--- config.mk ---
export PLATFORM = sky130hd
export DESIGN_NAME = vga_rgb332_dither_encoder
export DESIGN_NICKNAME = d
export VERILOG_FILES = /design/src/rtl/vga_rgb332_dither_encoder.sv
export SDC_FILE = /design/constraint.sdc
export NUM_CORES = 1
export LEC_CHECK = 0
export CAP_MARGIN = 20
export CORE_MARGIN = 2
export CORE_UTILIZATION = 48
export DETAILED_ROUTE_END_ITERATION = 8
export MAX_ROUTING_LAYER = met4
export PLACE_DENSITY_LB_ADDON = 0.12
export REMOVE_ABC_BUFFERS = 1
export SLEW_MARGIN = 20
export SYNTH_ARGS = -nofsm -noshare
export SYNTH_HDL_FRONTEND = slang
export SYNTH_SLANG_ARGS = --single-unit
--- constraint.sdc ---
create_clock -name clock -period 4.21 [get_ports clock]
set_input_delay 0.421 -clock clock [delete_from_list [all_inputs] [get_ports clock]]
set_output_delay 0.421 -clock clock [all_outputs]
set_load 0.02 [all_outputs]
--- src/rtl/vga_rgb332_dither_encoder.sv ---
// 24-bit BGR to RGB332 quantizer with a 4x4 ordered dither and a two-stage
// valid/ready pipeline that stalls as a whole when the output is blocked.
module vga_rgb332_dither_encoder (
    input  logic        clock,
    input  logic        reset,
    input  logic [23:0] bgr_data,
    input  logic        in_valid,
    input  logic        in_sof,
    input  logic        in_eol,
    input  logic        dither_en,
    output logic        in_ready,
    output logic [7:0]  pixel,
    output logic        out_valid,
    input  logic        out_ready
);

    logic       advance;
    logic       accept;
    logic [1:0] x_reg;
    logic [1:0] y_reg;
    logic [1:0] use_x;
    logic [1:0] use_y;
    logic [3:0] bayer_d;
    logic [7:0] sum_next [3];
    logic [7:0] sum_reg  [3];
    logic       s1_valid_reg;
    logic [7:0] pixel_reg;
    logic       out_valid_reg;

    assign advance   = !out_valid_reg || out_ready;
    assign accept    = in_valid && advance;
    assign in_ready  = advance;
    assign pixel     = pixel_reg;
    assign out_valid = out_valid_reg;

    // A start-of-frame pixel always sits at the top-left of the dither tile.
    assign use_x = in_sof ? 2'd0 : x_reg;
    assign use_y = in_sof ? 2'd0 : y_reg;

    always_comb begin
        bayer_d = 4'd0;
        case ({use_y, use_x})
            4'h0: bayer_d = 4'd0;   4'h1: bayer_d = 4'd8;
            4'h2: bayer_d = 4'd2;   4'h3: bayer_d = 4'd10;
            4'h4: bayer_d = 4'd12;  4'h5: bayer_d = 4'd4;
            4'h6: bayer_d = 4'd14;  4'h7: bayer_d = 4'd6;
            4'h8: bayer_d = 4'd3;   4'h9: bayer_d = 4'd11;
            4'hA: bayer_d = 4'd1;   4'hB: bayer_d = 4'd9;
            4'hC: bayer_d = 4'd15;  4'hD: bayer_d = 4'd7;
            4'hE: bayer_d = 4'd13;  4'hF: bayer_d = 4'd5;
            default: bayer_d = 4'd0;
        endcase
    end

    // Channel 0 = R, 1 = G, 2 = B; blue keeps only two bits so it gets twice the offset.
    generate
        for (genvar gi = 0; gi < 3; gi++) begin : g_chan
            logic [7:0] chan_val;
            logic [8:0] chan_off;
            logic [8:0] chan_sum;
            assign chan_val = bgr_data[gi*8 +: 8];
            assign chan_off = !dither_en ? 9'd0 :
                              (gi == 2)  ? {3'b000, bayer_d, 2'b00} :
                                           {4'b0000, bayer_d, 1'b0};
            assign chan_sum = {1'b0, chan_val} + chan_off;
            assign sum_next[gi] = chan_sum[8] ? 8'hFF : chan_sum[7:0];
        end
    endgenerate

    always_ff @(posedge clock) begin
        if (reset) begin
            x_reg         <= 2'd0;
            y_reg         <= 2'd0;
            s1_valid_reg  <= 1'b0;
            out_valid_reg <= 1'b0;
            pixel_reg     <= 8'h00;
            for (int i = 0; i < 3; i++) sum_reg[i] <= 8'h00;
        end else if (advance) begin
            s1_valid_reg  <= in_valid;
            out_valid_reg <= s1_valid_reg;
            if (in_valid) begin
                for (int i = 0; i < 3; i++) sum_reg[i] <= sum_next[i];
                if (in_eol) begin
                    x_reg <= 2'd0;
                    y_reg <= use_y + 2'd1;
                end else begin
                    x_reg <= use_x + 2'd1;
                    y_reg <= use_y;
                end
            end
            if (s1_valid_reg)
                pixel_reg <= {sum_reg[0][7:5], sum_reg[1][7:5], sum_reg[2][7:6]};
        end
    end

endmodule
==> metrics.cfg, run 1 <==
[outcome]
outcome = completed

[grt]
grt_remaining_overflow = 0
grt_antenna_before_repair = 0
track_usage = 0.195
grt_max_degree = 15
grt_pass1_vias = 1008
grt_pass1_wl_um = 3970

[placement]
gp_congestion = 0.704
dp_hpwl_um = 2040
port_buffers = 36

[yosys]
ys.flop_type = dfxtp_1
yosys-top-cells-area = dfxtp_1 23%, edfxtp_1 20%, ha_1 9.4%, a21oi_1 6.3%, nand2_1 4.4%
synthCells = 131
ys_ff_latch = 22
yosysUniqueCellTypes = 38
async_flop_share = 0
synth_top_area_frac = 0.234
yosysMostFrequentCell = a21oi_1
yosysTopAreaCell = dfxtp_1
synth_area_um2 = 1200
ys_warn_count = 0
ys_seq_area_frac = 0.435
synth-edff-count = 8
synth.avg_cell_area_um2 = 9.13
synth_commonest_cells = 15 x a21oi_1, 14 x dfxtp_1, 14 x nand2_1

[sta]
slew_headroom = 0.661
setup_viol = 0
fin_skew_ps = 12.8
slew_violations = 0
whs_ps = 465
worstMarginPinSlew_ps = 504
min_period_ps = 2360
final-hold-violation-count = 0
setup_tns_ps = 0
fmax_mhz = 424
fin_crit_sh = 0.561
rsz0062_at_grt = no

[hold_path]
holdCritStartpoint = pixel[0]
hold_path.class = reg -> reg
hold_depth = 2
min_to = pixel[0]

[floorplan]
rows = 18
die_y_um = 53.9
core_um2 = 2410
die-area_um2 = 2910
ioPinCount = 41
start_util = 0.496
dieWidth_um = 53.9

[cts]
h-tree-depth = 1
cts_tree = built
clock_path_buffers = 2
cts.sinks = 22
numCtsBuffers = 3
postCtsSetupBuffers = 0
clk_latency_ps = 310
cts-resized-gates = 0
holdBufCountCts = 0
ctsRootBufferMaster = clkbuf_4
cts.clk_slew.worst_paths_ps = 110

[critical_path]
arrival_ps = 1940
worstReg2RegStart = y_reg[0]
r2r-end = sum_reg[0][14]
crit_slowest_cell = clkdlybuf4s50_1
crit_required_ps = 3790
rrSetupSlack_ps = 2210
max_stage_delay_ps = 680
cp-start-kind = primary input
cp_cell_sequence = clkdlybuf4s50_1, nor2b_2, inv_1, clkdlybuf4s50_1
worstSetupPathType = in -> out
cp_max_fo = 13
worst-r2r-cell-count = 7
worst-path-stages = 4
critPathMostFrequentCell = clkdlybuf4s50_1
path_buf_inv = 3
critPathTopFamily = buffers and inverters
cp-end-kind = output pin

[cells_and_area]
regArea_um2 = 520
final_nets = 208
num_antenna_cells = 0
nFillCells = 197
multi_input_area_um2 = 623
drive_gt1_frac = 0.0539
area_growth_pct = 34.4

[power]
leakage_nw = 0.636
ir_drop_mv = 0.167
power_density_nw_per_um2 = 271

[detailed_routing]
wirelength_um = 2500
antenna_left = 0
first_pass_iters = 4
drtIter0Drc = 9
drc = 0
viasPerCell = 5.53
vias = 1090
wire_per_inst_um = 12.7

[run]
maxCapViolCount = 0

## worst max-delay path by stage
stage | from | end | slack (ps)
5_1_grt | in_sof | sum_reg[0][5] | 1730
4_1_cts | out_ready | in_ready | 1840
3_3_place_gp | in_sof | sum_reg[0][14] | 1610
2_1_floorplan | in_sof | sum_reg[0][14] | 2330
6_report | out_ready | in_ready | 1850
3_5_place_dp | in_sof | sum_reg[0][14] | 1540
## report_power, final
part	leakage [nW]	internal [W]	switching, W	total, W
Sequential	0.202	0.000232	0.00000633	0.000239
Combinational	0.414	0.0000437	0.0000370	0.0000807
Clock	0.0210	0.0000528	0.0000640	0.000117
## cells in the final DEF (no fill, tap or decap), drive strengths merged, types with 3 or more instances in the layout
master         netlist  layout
nand2               14      14
nand3                9       9
o21ai                5       5
a21oi               15      15
edfxtp               8       8
nor2                 9       9
clkdlybuf4s50        0      36
a211oi               3       3
clkbuf               3       4
dfxtp               14      14
ha                   9       9
inv                  8       8
a21o                 3       3
## layout make-up
cell class / count / share of cell area
inverter: 8 / 0.0187
timing repair buffer: 36 / 0.224
sequential: 22 / 0.324
tap: 30 / 0.0233
multi-input combinational: 97 / 0.388
clock buffer: 4 / 0.0226
## per-stage QoR
step,util,area (µm²),power [W],instances,worst slack (ps)
final,0.667,1610,0.000436,197,1850
after global routing,0.667,1610,0.000455,197,1730
after CTS,0.667,1610,0.000440,197,1840
after detailed placement,0.652,1570,0.000324,193,1540
after global placement,0.652,1570,0.000321,193,1610
after floorplan,-,1170,0.000279,127,2330
## kinds of logic (layout without fill, tap and decap cells)
group / count (synthesis) / after routing / synth area share
xor+xnor: 2 / 2 / 0.0146
compound gates: 40 / 40 / 0.212
simple gates: 45 / 45 / 0.190
mux: 1 / 1 / 0.00941
fa+ha+maj: 9 / 9 / 0.0941
flops: 22 / 22 / 0.435
buf+inv: 12 / 48 / 0.0439
## routing by layer
metal | up-vias | wire (µm) | GRT usage
met3 | 4 | 101 | 0.0361
li1 | 554 | - | -
met1 | 505 | 999 | 0.179
met5 | - | 0 | -
met4 | 0 | 29 | 0.0556
met2 | 27 | 1370 | 0.396
## worst min-delay path, cell delays in order (launching register included)
cell	delay (ps)
dfxtp_1	330
nand2_1	50
a21oi_1	50
Note: power is estimated with default switching activity, not from simulation.
==> run 2: changes to the inputs <==
--- a/config.mk
+++ b/config.mk
@@ -7,7 +7,7 @@
 export LEC_CHECK = 0
 export CAP_MARGIN = 20
 export CORE_MARGIN = 2
-export CORE_UTILIZATION = 48
+export CORE_UTILIZATION = 44
 export DETAILED_ROUTE_END_ITERATION = 8
 export MAX_ROUTING_LAYER = met4
 export PLACE_DENSITY_LB_ADDON = 0.12
==> constraint.sdc (replaced) <==
create_clock -name clock -period 2.4 [get_ports clock]
set_input_delay 0.24 -clock clock [delete_from_list [all_inputs] [get_ports clock]]
set_output_delay 0.24 -clock clock [all_outputs]
set_load 0.02 [all_outputs]
==> metrics.cfg, run 2 (synthesis gave the netlist of run 1 again) <==
[outcome]
outcome = completed

[sta]
final-hold-violation-count = 0
slew_headroom = 0.695
fmax_mhz = 495
rsz0062_at_grt = no
min_period_ps = 2020
fin_crit_sh = 0.841
slew_violations = 0
setup_viol = 0
fin_skew_ps = 14.3
post-route-worst-setup-slack_ps = 381
worstMarginPinSlew_ps = 454
setup_tns_ps = 0

[placement]
gp_congestion = 0.749
dp_hpwl_um = 2070
port_buffers = 36
place_area_um2 = 1590
pre_cts_ws_ps = 38.7

[cts]
ctsRootBufferMaster = clkbuf_4
postCtsSetupBuffers = 0
holdBufCountCts = 0
cts-resized-gates = 0
cts_tree = built
h-tree-depth = 1
clk_latency_ps = 310
clock_path_buffers = 2
numCtsBuffers = 3
cts.clk_slew.worst_paths_ps = 110
cts.sinks = 22

[cells_and_area]
num_antenna_cells = 0
fin_area_um2 = 1650
area_growth_pct = 37.7
drive_gt1_frac = 0.0706
final_nets = 211
mostFrequentLayoutCell = clkdlybuf4s50_1
final_cell_mix = 36 x clkdlybuf4s50_1, 15 x a21oi_1, 14 x nand2_1, 14 x dfxtp_1

[detailed_routing]
wirelength_um = 2560
wire_per_inst_um = 12.8
drc = 0
antenna_left = 0
first_pass_iters = 4
vias = 1110
viasPerCell = 5.55
drtIter0Drc = 23

[critical_path]
cp-end-kind = register
cp-start-kind = primary input
crit_required_ps = 2470
arrival_ps = 2090
worstSetupPathType = in -> reg
cp_max_fo = 5
worst-r2r-cell-count = 7

[hold_path]
hold_depth = 2
hold_path.class = reg -> reg

[grt]
grt_remaining_overflow = 0
track_usage = 0.172
grt_pass1_wl_um = 4290
grt_antenna_before_repair = 0
grt_max_degree = 14
grt_pass1_vias = 1069

[power]
power_w = 0.000847
leakage_nw = 0.657
power_density_nw_per_um2 = 515
ir_drop_mv = 0.400

[floorplan]
start_util = 0.474
core_um2 = 2520
die-area_um2 = 3150
rows = 18
dieWidth_um = 56.1
ioPinCount = 41
die_y_um = 56.1

[run]
maxCapViolCount = 0

==> run 2: cell types whose count changed in the layout (fill, tap and decap cells not counted) <==
| cell | before | now |
|---|---|---|
| buf_4 | 0 | 3 |
| bufinv_16 | 0 | 1 |
| clkbuf_8 | 1 | 0 |
==> run 2: per-stage QoR <==
stage,cells,hold slack [ps],utilization
detailed placement,196,449,0.632
global route,200,488,0.653
global placement,196,443,0.632
finish,200,465,0.653
floorplan,127,309,-
CTS,200,465,0.653
==> run 2: area by class of cell <==
cell class	instances	area, µm²
fillers	216	876
clock buffers	3	22.5
clock inverters	1	30.0
inverters	8	30.0
repair buffers	39	383
multi-input cells	97	623
well taps	30	37.5
flip-flops and latches	22	520
==> run 2: worst max-delay path: stages <==
cell	delay (ps)
clkdlybuf4s50_1	410
nand2b_1	190
nor2_1	230
ha_1	290
a21oi_1	140
o22ai_1	170
o21a_1	210
o211a_1	200
==> run 2: layer usage <==
layer	GRT usage	wire length, µm	up-vias
met2	0.323	1330	39
li1	-	-	560
met1	0.175	1050	507
met3	0.0326	139	4
met5	-	0	-
met4	0.0646	37	0
==> run 2: worst paths after layout <==
kind	from	endpoint	slack, ps
setup / recovery	in_sof	sum_reg[0][14]	380
hold / removal	pixel[0]	pixel[0]	460
setup reg to reg	y_reg[0]	sum_reg[0][14]	390
hold reg to reg	pixel[0]	pixel[0]	460
==> run 2: power breakdown <==
part	internal (W)	switching [W]
Clock	0.000169	0.000114
Combinational	0.0000794	0.0000671
Sequential	0.000407	0.0000104
Total	0.000656	0.000192
==> run 3: changes to the inputs <==
==> constraint.sdc (replaced) <==
create_clock -name clock -period 2 [get_ports clock]
set_input_delay 0.2 -clock clock [delete_from_list [all_inputs] [get_ports clock]]
set_output_delay 0.2 -clock clock [all_outputs]
set_load 0.02 [all_outputs]
==> metrics.cfg, run 3 (synthesis gave the netlist of run 1 again) <==
[outcome]
outcome = completed

[cts]
numCtsBuffers = 3
cts_tree = built
postCtsSetupBuffers = 0
ctsRootBufferMaster = clkbuf_4
cts.sinks = 22
clock_path_buffers = 2
cts.clk_slew.worst_paths_ps = 110
clk_latency_ps = 300
h-tree-depth = 1

[grt]
grt_antenna_before_repair = 0
grt_max_degree = 13
grt_pass1_wl_um = 4440
track_usage = 0.180
grt_pass1_vias = 1052
grt_remaining_overflow = 0

[placement]
dp_hpwl_um = 2210
gp_congestion = 0.744
pre_cts_ws_ps = -282
port_buffers = 36

[power]
p_switching_w = 0.000220
seq_power_share = 0.567
comb_power_share = 0.205
ir_drop_mv = 0.454
p_clk_frac = 0.228
power_w = 0.000885
internal_power_w = 0.000664
leakage_nw = 0.656
power_density_nw_per_um2 = 536
switching_share = 0.249

[floorplan]
dieWidth_um = 56.1
die-area_um2 = 3150
core_um2 = 2520
rows = 18
start_util = 0.474
die_y_um = 56.1
ioPinCount = 41

[detailed_routing]
drc = 0
first_pass_iters = 4
drtIter0Drc = 21
wire_per_inst_um = 13.2
viasPerCell = 5.42
wirelength_um = 2660
antenna_left = 0
vias = 1095

[critical_path]
crit_end = sum_reg[0][14]
crit_required_ps = 2060
rrSetupSlack_ps = 110
arrival_ps = 1950
worstReg2RegStart = y_reg[0]
cp-end-kind = register
r2r-end = sum_reg[0][14]
crit_slowest_cell = clkdlybuf4s50_1
cp_cell_sequence = clkdlybuf4s50_1, nand2b_1, nor2_2, ha_1, a21oi_1, o22ai_2, o21a_1, o211a_1
cp_max_fo = 5
cp-start-kind = primary input
startpoint = in_sof
worst-r2r-cell-count = 7
worstSetupPathType = in -> reg
max_stage_delay_ps = 410

[hold_path]
hold_path.class = reg -> reg

[sta]
fmax_mhz = 530
slew_headroom = 0.746
setup_viol = 0
setup_tns_ps = 0
whs_ps = 465
post-route-worst-setup-slack_ps = 112
rsz0062_at_grt = no
worstMarginPinSlew_ps = 378
min_period_ps = 1890
slew_violations = 0
final-hold-violation-count = 0
fin_skew_ps = 1.49
fin_crit_sh = 0.944

[cells_and_area]
final_core_util = 0.654
area_growth_pct = 38.0
final_nets = 213
drive_gt1_frac = 0.0930
mostFrequentLayoutCell = clkdlybuf4s50_1
final_cell_mix = 36 x clkdlybuf4s50_1, 15 x a21oi_1, 14 x nand2_1, 14 x dfxtp_1
num_antenna_cells = 0

[run]
maxCapViolCount = 0

-- run 3: cell types whose count changed in the layout (fill, tap and decap cells not counted) --
cell	delta
bufinv_16	-1
nor2_1	-1
o221ai_1	-1
buf_4	+2
nor2_2	+1
o22ai_1	-1
clkbuf_1	+1
o221ai_2	+1
o22ai_2	+1
-- run 3: power by group through the flow --
stage	Sequential, W	Combinational [W]	Clock, W
2_1_floorplan	0.000518	0.0000686	0
3_3_place_gp	0.000511	0.000173	0
3_5_place_dp	0.000512	0.000178	0
4_1_cts	0.000502	0.000180	0.000205
5_1_grt	0.000505	0.000199	0.000224
6_report	0.000502	0.000181	0.000202
-- run 3: cell type report --
cell class	instances	area, µm²
sequential	22	520
tap	30	37.5
clock buffer	4	26.3
fill	221	872
inverter	8	30.0
multi-input combinational	97	638
timing repair buffer	41	398
-- run 3: metrics by stage --
step                area (µm²)  cells
global route              1650    202
global placement          1610    198
CTS                       1640    202
detailed placement        1610    198
finish                    1650    202
floorplan                 1170    127
-- run 3: repair_timing --
| action | 4_1_cts | 5_1_grt |
|---|---|---|
| setup endpoints to repair | 0 | 7 |
| resized for setup | 0 | 3 |
| hold buffers | 0 | 0 |
-- run 3: worst max-delay path: cells and delay by family --
family / cells / cell delay, ps
AOI/OAI and AO/OA: 4 / 720
buffers and inverters: 1 / 410
and+or+nand+nor: 2 / 350
adders and majority gates: 1 / 270
-- run 3: how the worst min path moves through the flow --
stage | slack (ps) | from | end | depth (start not counted)
finish | 460 | pixel[1] | pixel[1] | 2
global route | 490 | pixel[1] | pixel[1] | 2
detailed placement | 450 | pixel[1] | pixel[1] | 2
floorplan | 270 | reset | pixel[0] | 1
global placement | 440 | pixel[6] | pixel[6] | 2
CTS | 470 | pixel[1] | pixel[1] | 2
-- run 3: routing by layer --
layer	part of all wire	routed length, µm	GRT usage	vias to the layer above
met5	0	0	-	-
met4	0.0071	19	0.0306	0
met3	0.044	118	0.0349	4
met2	0.55	1470	0.356	27
met1	0.40	1060	0.183	499
li1	-	-	-	565
